File: src/rtl/softmax_pkg.sv
// Shared types and helpers for the softmax datapath.
// Used by softmax_max_sub and vec_buf.
package softmax_pkg;

  typedef enum logic {
    LOAD  = 1'b0,
    DRAIN = 1'b1
  } max_sub_state_t;

  function automatic int idx_bits(input int n);
    return (n > 1) ? $clog2(n) : 1;
  endfunction

  function automatic logic [63:0] most_neg(input int bits);
    return 64'd1 << (bits - 1);
  endfunction

endpackage

File: src/rtl/vec_buf.sv
// Vector buffer: N x BITS registers,
// one synchronous write port, one combinational read port.
module vec_buf
  import softmax_pkg::*;
#(
  parameter int BITS = 32,
  parameter int N    = 16,
  parameter int IW   = idx_bits(N)
) (
  input  logic            clk,
  input  logic            we,
  input  logic [IW-1:0]   wa,
  input  logic [BITS-1:0] wd,
  input  logic [IW-1:0]   ra,
  output logic [BITS-1:0] rd
);

  logic [BITS-1:0] mem [N];

  // element storage, written on accept
  always_ff @(posedge clk) begin
    if (we) mem[wa] <= wd;
  end

  assign rd = mem[ra];

endmodule

File: src/rtl/softmax_max_sub.sv
// Buffers one N-element vector, tracks its max, re-streams element - max.
// Define SOFTMAX_MAX_SUB_SAT_EN to saturate negative overflow instead of wrapping.
module softmax_max_sub
  import softmax_pkg::*;
#(
  parameter int BITS      = 32,
  parameter     PRECISION = "FIXED_16_16",
  parameter int N         = 16
) (
  input  logic            clk,
  input  logic            rstn,
  input  logic            in_valid,
  input  logic [BITS-1:0] a,
  output logic            in_ready,
  output logic            out_valid,
  output logic [BITS-1:0] c,
  output logic            out_last
);

  localparam int IW = idx_bits(N);
  localparam logic [IW-1:0] LAST = IW'(N - 1);

  if (N < 2) begin : g_bad_n
    $error("softmax_max_sub: N must be at least 2");
  end
  if (PRECISION[$bits(PRECISION)-1 -: 48] != "FIXED_") begin : g_bad_prec
    $error("softmax_max_sub: only FIXED_* formats are supported");
  end

  max_sub_state_t  state;
  logic [IW-1:0]   wr_idx;
  logic [IW-1:0]   rd_idx;
  logic [BITS-1:0] max_r;
  logic [BITS-1:0] rd_data;
  logic [BITS-1:0] diff;
  logic [BITS-1:0] sub_res;
  logic            accept;

  assign accept = in_valid && in_ready;

  vec_buf #(
    .BITS (BITS),
    .N    (N),
    .IW   (IW)
  ) u_buf (
    .clk (clk),
    .we  (accept),
    .wa  (wr_idx),
    .wd  (a),
    .ra  (rd_idx),
    .rd  (rd_data)
  );

`ifdef SOFTMAX_MAX_SUB_SAT_EN
  localparam logic [BITS-1:0] MIN_NEG = BITS'(most_neg(BITS));
  logic ovf;

  // subtract; clamp when operand signs differ and result sign flips
  always_comb begin
    diff    = rd_data - max_r;
    ovf     = (rd_data[BITS-1] != max_r[BITS-1]) &&
              (diff[BITS-1] != rd_data[BITS-1]);
    sub_res = ovf ? MIN_NEG : diff;
  end
`else
  // subtract modulo 2^BITS
  always_comb begin
    diff    = rd_data - max_r;
    sub_res = diff;
  end
`endif

  // load/drain sequencing, max tracking and registered outputs
  always_ff @(posedge clk or negedge rstn) begin
    if (!rstn) begin
      state     <= LOAD;
      in_ready  <= 1'b1;
      out_valid <= 1'b0;
      out_last  <= 1'b0;
      c         <= '0;
      max_r     <= '0;
      wr_idx    <= '0;
      rd_idx    <= '0;
    end else begin
      unique case (state)
        LOAD: begin
          out_valid <= 1'b0;
          out_last  <= 1'b0;
          if (accept) begin
            if (wr_idx == '0)
              max_r <= a;
            else if ($signed(a) > $signed(max_r))
              max_r <= a;
            if (wr_idx == LAST) begin
              wr_idx   <= '0;
              state    <= DRAIN;
              in_ready <= 1'b0;
            end else begin
              wr_idx <= wr_idx + IW'(1);
            end
          end
        end
        DRAIN: begin
          c         <= sub_res;
          out_valid <= 1'b1;
          out_last  <= (rd_idx == LAST);
          if (rd_idx == LAST) begin
            rd_idx   <= '0;
            state    <= LOAD;
            in_ready <= 1'b1;
          end else begin
            rd_idx <= rd_idx + IW'(1);
          end
        end
        default: state <= LOAD;
      endcase
    end
  end

endmodule

File: config.mk
export PLATFORM = sky130hd
export DESIGN_NAME = softmax_max_sub
export DESIGN_NICKNAME = d
export VERILOG_FILES = /design/src/rtl/softmax_pkg.sv /design/src/rtl/vec_buf.sv /design/src/rtl/softmax_max_sub.sv
export SDC_FILE = /design/constraint.sdc
export NUM_CORES = 1
export LEC_CHECK = 0
export CORE_MARGIN = 2
export CORE_UTILIZATION = 46
export CTS_CLUSTER_SIZE = 16
export DETAILED_ROUTE_END_ITERATION = 10
export SYNTH_ARGS = -nofsm -noshare
export SYNTH_HDL_FRONTEND = slang
export SYNTH_HIERARCHICAL = 1
export SYNTH_SLANG_ARGS = --single-unit
File: constraint.sdc
create_clock -name clk -period 4.3 [get_ports clk]
set_input_delay 0.86 -clock clk [delete_from_list [all_inputs] [get_ports clk]]
set_output_delay 0.86 -clock clk [all_outputs]
set_load 0.01 [all_outputs]
* Word level (Yosys, flattened, before mapping)
Memory sizes are Yosys's and may differ from the RTL's.
Cells that the tools add are included.
Widths: inputs -> output; s select.
** Storage, ports and cells
- Flip-flop bits (word level) :: 76
- Memories :: 1
- Bits of input ports :: 35
- Bits in writable memories :: 512
- Output and inout bits :: 35
** Memories
- u_buf.mem :: words 16, bits a word 32, rd ports 1, clocked after Yosys merged registers in 0, wr ports 1, line vec_buf.sv:18 : logic [BITS-1:0] mem [N];
** Cells by class
- Equal/unequal tests :: 5
- Reduce and logical (&&, ||, !) cells :: 6
- Bitwise logic cells :: 1
- Multiplexer cells :: 16
- $add $sub $neg :: 3
- Magnitude comparators :: 1
** Operators by type and width (number)
- $mux 32 :: 2
- $gt 32x32->1 :: 1
- $sub 32x32->32 :: 1
- $add 4x1->4 const B :: 2
- $eq 4x4->1 const B :: 2
- $mux 1 :: 8
- $mux 4 :: 2
- $pmux 1 s2 :: 4
- $reduce_and 3->1 :: 2
- $logic_not 4->1 :: 1
- $ne 2x2->1 const B :: 2
- $ne 2x1->1 const B :: 1
- $reduce_and 2->1 :: 1
- $reduce_bool 2->1 :: 1
- $logic_and 1x1->1 :: 1
- $not 1->1 :: 1

* Longest topological paths before layout
- Depth in word-level cells :: 4
- Depth in mapped cells :: 15
- Depth with buffers taken out :: 13

* Hierarchy
The synthesis kept the hierarchy.
** Modules (own cells, without submodules)
- vec_buf :: instances 1, sequential area each 15374.7 um^2, cells an instance 806, area an instance 19213.4 um^2
- softmax_max_sub :: instances 1, sequential area each 1903.1 um^2, cells an instance 709, area an instance 6095.8 um^2

* Worst setup path after synthesis
Ideal clock, no wire load.
- Kind :: input -> register
- From :: in in_valid
- To :: mem u_buf.mem[0][0], enable pin
- Setup slack :: 104 ps
- Data required time :: 3839 ps
- Arrival :: 3735 ps
- Cell stages on the path :: 3
- Cell sequence :: and2_1 > or3b_2 > nor3_1
** On the way
- Longest elaborated chain between the ends :: 3
** RTL lines
- from (decl) :: line softmax_max_sub.sv:12 : input logic in_valid,
- $logic_and 1x1->1 :: line softmax_max_sub.sv:39 : assign accept = in_valid && in_ready;
- $mux 1 :: line vec_buf.sv:22 : if (we) mem[wa] <= wd;
- $mux 1 (implied by the code) :: line vec_buf.sv:22
- to (decl) :: line vec_buf.sv:18
No other way between the ends.

* Worst setup path after layout
- From :: reg rd_idx[0]
- To :: reg c[16]
** On the way
- Longest elaborated chain between the ends :: 2
** RTL lines
- from (decl) :: line softmax_max_sub.sv:32 : logic [IW-1:0] rd_idx;
- from (signal assigned) :: line softmax_max_sub.sv:112 : rd_idx <= rd_idx + IW'(1);
- $mem_v2 16x32
- named net rd_data[2] :: line softmax_max_sub.sv:34 : logic [BITS-1:0] rd_data;
- $sub 32x32->32 :: line softmax_max_sub.sv:68 : diff = rd_data - max_r;
- to (signal assigned) :: line softmax_max_sub.sv:104 : c <= sub_res;
- to (decl) :: line softmax_max_sub.sv:16 : output logic [BITS-1:0] c,
The timed path passes the listed nets, and every way through them passes these cells.
A chain may end at the register's enable or synchronous reset.

==> results.py <==
metrics = {
    "setup_path": {
        "cp.arrival_ns": 4.43,
        "reg2regPathDepth": 14,
        "crit_type": "flop to flop",
        "crit_slowest_cell": "mux4_2",
        "critPathMaxStageDelay_ns": 0.52,
        "cp-end-kind": "flop",
        "crit_chain": "buf_12 > buf_16 > mux4_2 > a22oi_1 > nand2_1 > ha_1 > nor2b_1 > o2111ai_1 > a32oi_1 > a31oi_1 > buf_4 > o21bai_1 > xor2_1 > mux2_2",
        "worstPathRequired_ns": 4.81,
        "critPathLaunchType": "flop",
        "crit_fanout": 18,
    },
    "yosys": {
        "syn_nets": 1617,
        "avgSynthCellArea_um2": 16.7,
        "yosysSeqAreaShare_pct": 68.3,
        "synth_fa_ha_area_share_pct": 3.34,
        "synthCells": 1515,
        "synth_top_family_by_area": "multiplexers",
        "syn-cell-area_mm2": 0.0253,
        "synth-compound-area-share_pct": 7.81,
        "synth.area.mux_share_pct": 12.1,
        "synth_ff_type": "edfxtp_1",
        "synth_cell_types": 71,
        "synth-simple-area-share_pct": 5.67,
        "synth-xor-area-share_pct": 0.658,
        "synth_edf_count": 512,
        "async_flop_share_pct": 12.9,
        "ys_seq_elements": 588,
        "ys_warn_count": 6,
    },
    "pwr": {
        "p_int_w": 0.0142,
        "switchingPower_w": 0.00798,
        "clkPwrFrac_pct": 23.6,
        "leakage_nw": 10.3,
        "p_seq_share_pct": 33.6,
        "p_per_area_mw_per_mm2": 750,
        "p_sw_share_pct": 35.9,
        "p_comb_share_pct": 42.8,
        "vdd_drop_max_mv": 0.380,
    },
    "grt": {
        "grt_pass1_vias": 14681,
        "antenna_found_initial": 0,
        "grt_usage_pct": 23.1,
        "grt_max_degree": 54,
        "grt_pass1_wl_um": 96000,
        "grt_remaining_overflow": 0,
    },
    "floorplan": {
        "die_w_um": 239,
        "dieArea_mm2": 0.0569,
        "dieHeight_um": 239,
        "coreArea_mm2": 0.0541,
        "ios": 70,
        "start_util_pct": 46.8,
        "row_count": 85,
    },
    "timing": {
        "finalSetupViolations": 0,
        "hold_violations": 0,
        "rsz0062_at_grt": "no",
        "min_period_ns": 3.92,
        "tightestPinTransition_ns": 0.828,
        "slew_headroom_pct": 44.8,
        "timing.final.crit_share_pct": 91.2,
        "max_freq_mhz": 255,
        "finalClockSkew_ns": 0.0136,
        "fin_tns_setup_ns": 0,
        "maxSlewViolCount": 0,
    },
    "routing": {
        "firstDrtPassIters": 6,
        "antenna_left": 0,
        "drc_errors": 0,
        "wl_um": 64800,
        "vias": 14628,
        "wl_per_cell_um": 26.9,
        "via_per_inst": 6.07,
        "first_iter_violations": 1354,
    },
    "clock_tree": {
        "htreeDepth": 2,
        "cts_max_path_buffers": 3,
        "numCtsBuffers": 61,
        "clockRootBuffer": "clkbuf_16",
        "cts_sinks": 588,
        "cts_tree": "built",
        "cts.clk_slew.worst_paths_ns": 0.06,
        "clock_latency_ns": 0.62,
    },
    "finish": {
        "layout-drive-gt1-share_pct": 21.5,
        "diodes": 0,
        "layout_commonest_cell": "edfxtp_1",
        "area_growth_pct": 16.9,
        "layout.cells.most_common_list": "edfxtp_1, nand2_1, mux4_2",
        "final_core_util_pct": 54.7,
        "num-nets-final": 1766,
    },
    "run": {
        "maxCapViolCount": 0,
    },
    "placement": {
        "io_buffers": 69,
        "gp_congestion": 0.859,
        "hpwlAfterDp_um": 40100,
    },
    "hold_path": {
        "hp-class": "primary input to async pin",
    },
    "status": {
        "status": "finished clean",
    },
}
## state kept, by name, summed over array words and instances, names as in the netlist, 4 cells and up
signal,cells
c,32
max_r,32
rd_idx,4
u_buf/mem,512
wr_idx,4
## stage by stage
stage / hold slack, ns / worst slack (ns) / total power [W] / std cells / area, um^2
after floorplan: 0.379 / 0.104 / 0.0138 / 1515 / 25300
after global placement: 0.481 / 0.229 / 0.0168 / 2290 / 27500
after detailed placement: 0.487 / 0.213 / 0.0170 / 2290 / 27500
after CTS: 0.335 / 0.207 / 0.0222 / 2403 / 29500
after global routing: 0.372 / 0.0845 / 0.0234 / 2410 / 29600
final: 0.333 / 0.378 / 0.0222 / 2410 / 29600
## worst paths after layout
check | start | endpoint | slack (ns)
setup / recovery | rd_idx[0] | c[16] | 0.38
hold / removal | rstn | rd_idx[1] | 0.33
setup reg to reg | rd_idx[0] | c[16] | 0.38
hold reg to reg | c[0] | c[0] | 0.49
max in group asynchronous | rstn | max_r[24] | 3.06
min in group clk | c[0] | c[0] | 0.49
## per-layer routing
metal  vias to the layer above  GRT usage (%)  routed length [um]
met3                        81           3.04                3470
met4                         0           6.44                1420
met5                         -              0                   0
met2                       438           38.1               32000
li1                       6402              -                   -
met1                      7707           32.6               27900
## synth_stat cells, drive strengths merged (15+ instances only)
library cell  number  area share (%)
a22oi             64             1.9
dfrtp             75             7.4
nor2              37            0.55
a21o              32            0.95
clkbuf            47            0.70
edfxtp           512              61
buf               33            0.75
ha                66             3.3
nand2            139             2.1
inv               46            0.68
o21ai             54             1.1
o211ai            38             1.1
mux4             128              11
and4              35             1.2
mux2              15            0.68
a21oi             32            0.63
## what timing repair did
action,in CTS,in global routing
setup endpoints to repair,0,3
buffers inserted,0,6
hold buffers,0,0
gates resized for setup,0,2
## logic make-up after synthesis
kind of cell	after synthesis
adder cells (fa/ha/maj)	67
XOR/XNOR	19
AO/OA/AOI/OAI	282
buffers and inverters	127
multiplexers	144
AND/OR/NAND/NOR	288
flip-flops	588
## power by group through the flow
stage | logic [W] | registers, W | clock network, W
5_1_grt | 0.0103 | 0.00754 | 0.00555
3_5_place_dp | 0.00937 | 0.00759 | 0
4_1_cts | 0.00942 | 0.00748 | 0.00534
2_1_floorplan | 0.00635 | 0.00743 | 0
3_3_place_gp | 0.00927 | 0.00757 | 0
6_report | 0.00950 | 0.00747 | 0.00524
## worst max-delay path, delay by kind of cell, from the launching register on
kind                     cells  cell delay (ns)
XOR/XNOR                     1             0.08
adder cells (fa/ha/maj)      1             0.36
buffers and inverters        3             0.48
AND/OR/NAND/NOR              2             0.40
AO/OA/AOI/OAI                5             1.19
flip-flops                   1             0.51
multiplexers                 2             0.78
## final cells by class
cell class              instances  area (um^2)
clock inverters                41          413
clock buffers                  72         1570
fillers                      4228        24500
inverters                      47          176
flip-flops and latches        588        17300
repair buffers                166         1640
well taps                     696          871
multi-input cells             800         7640
No activity file was read; power rests on OpenSTA's default activity.
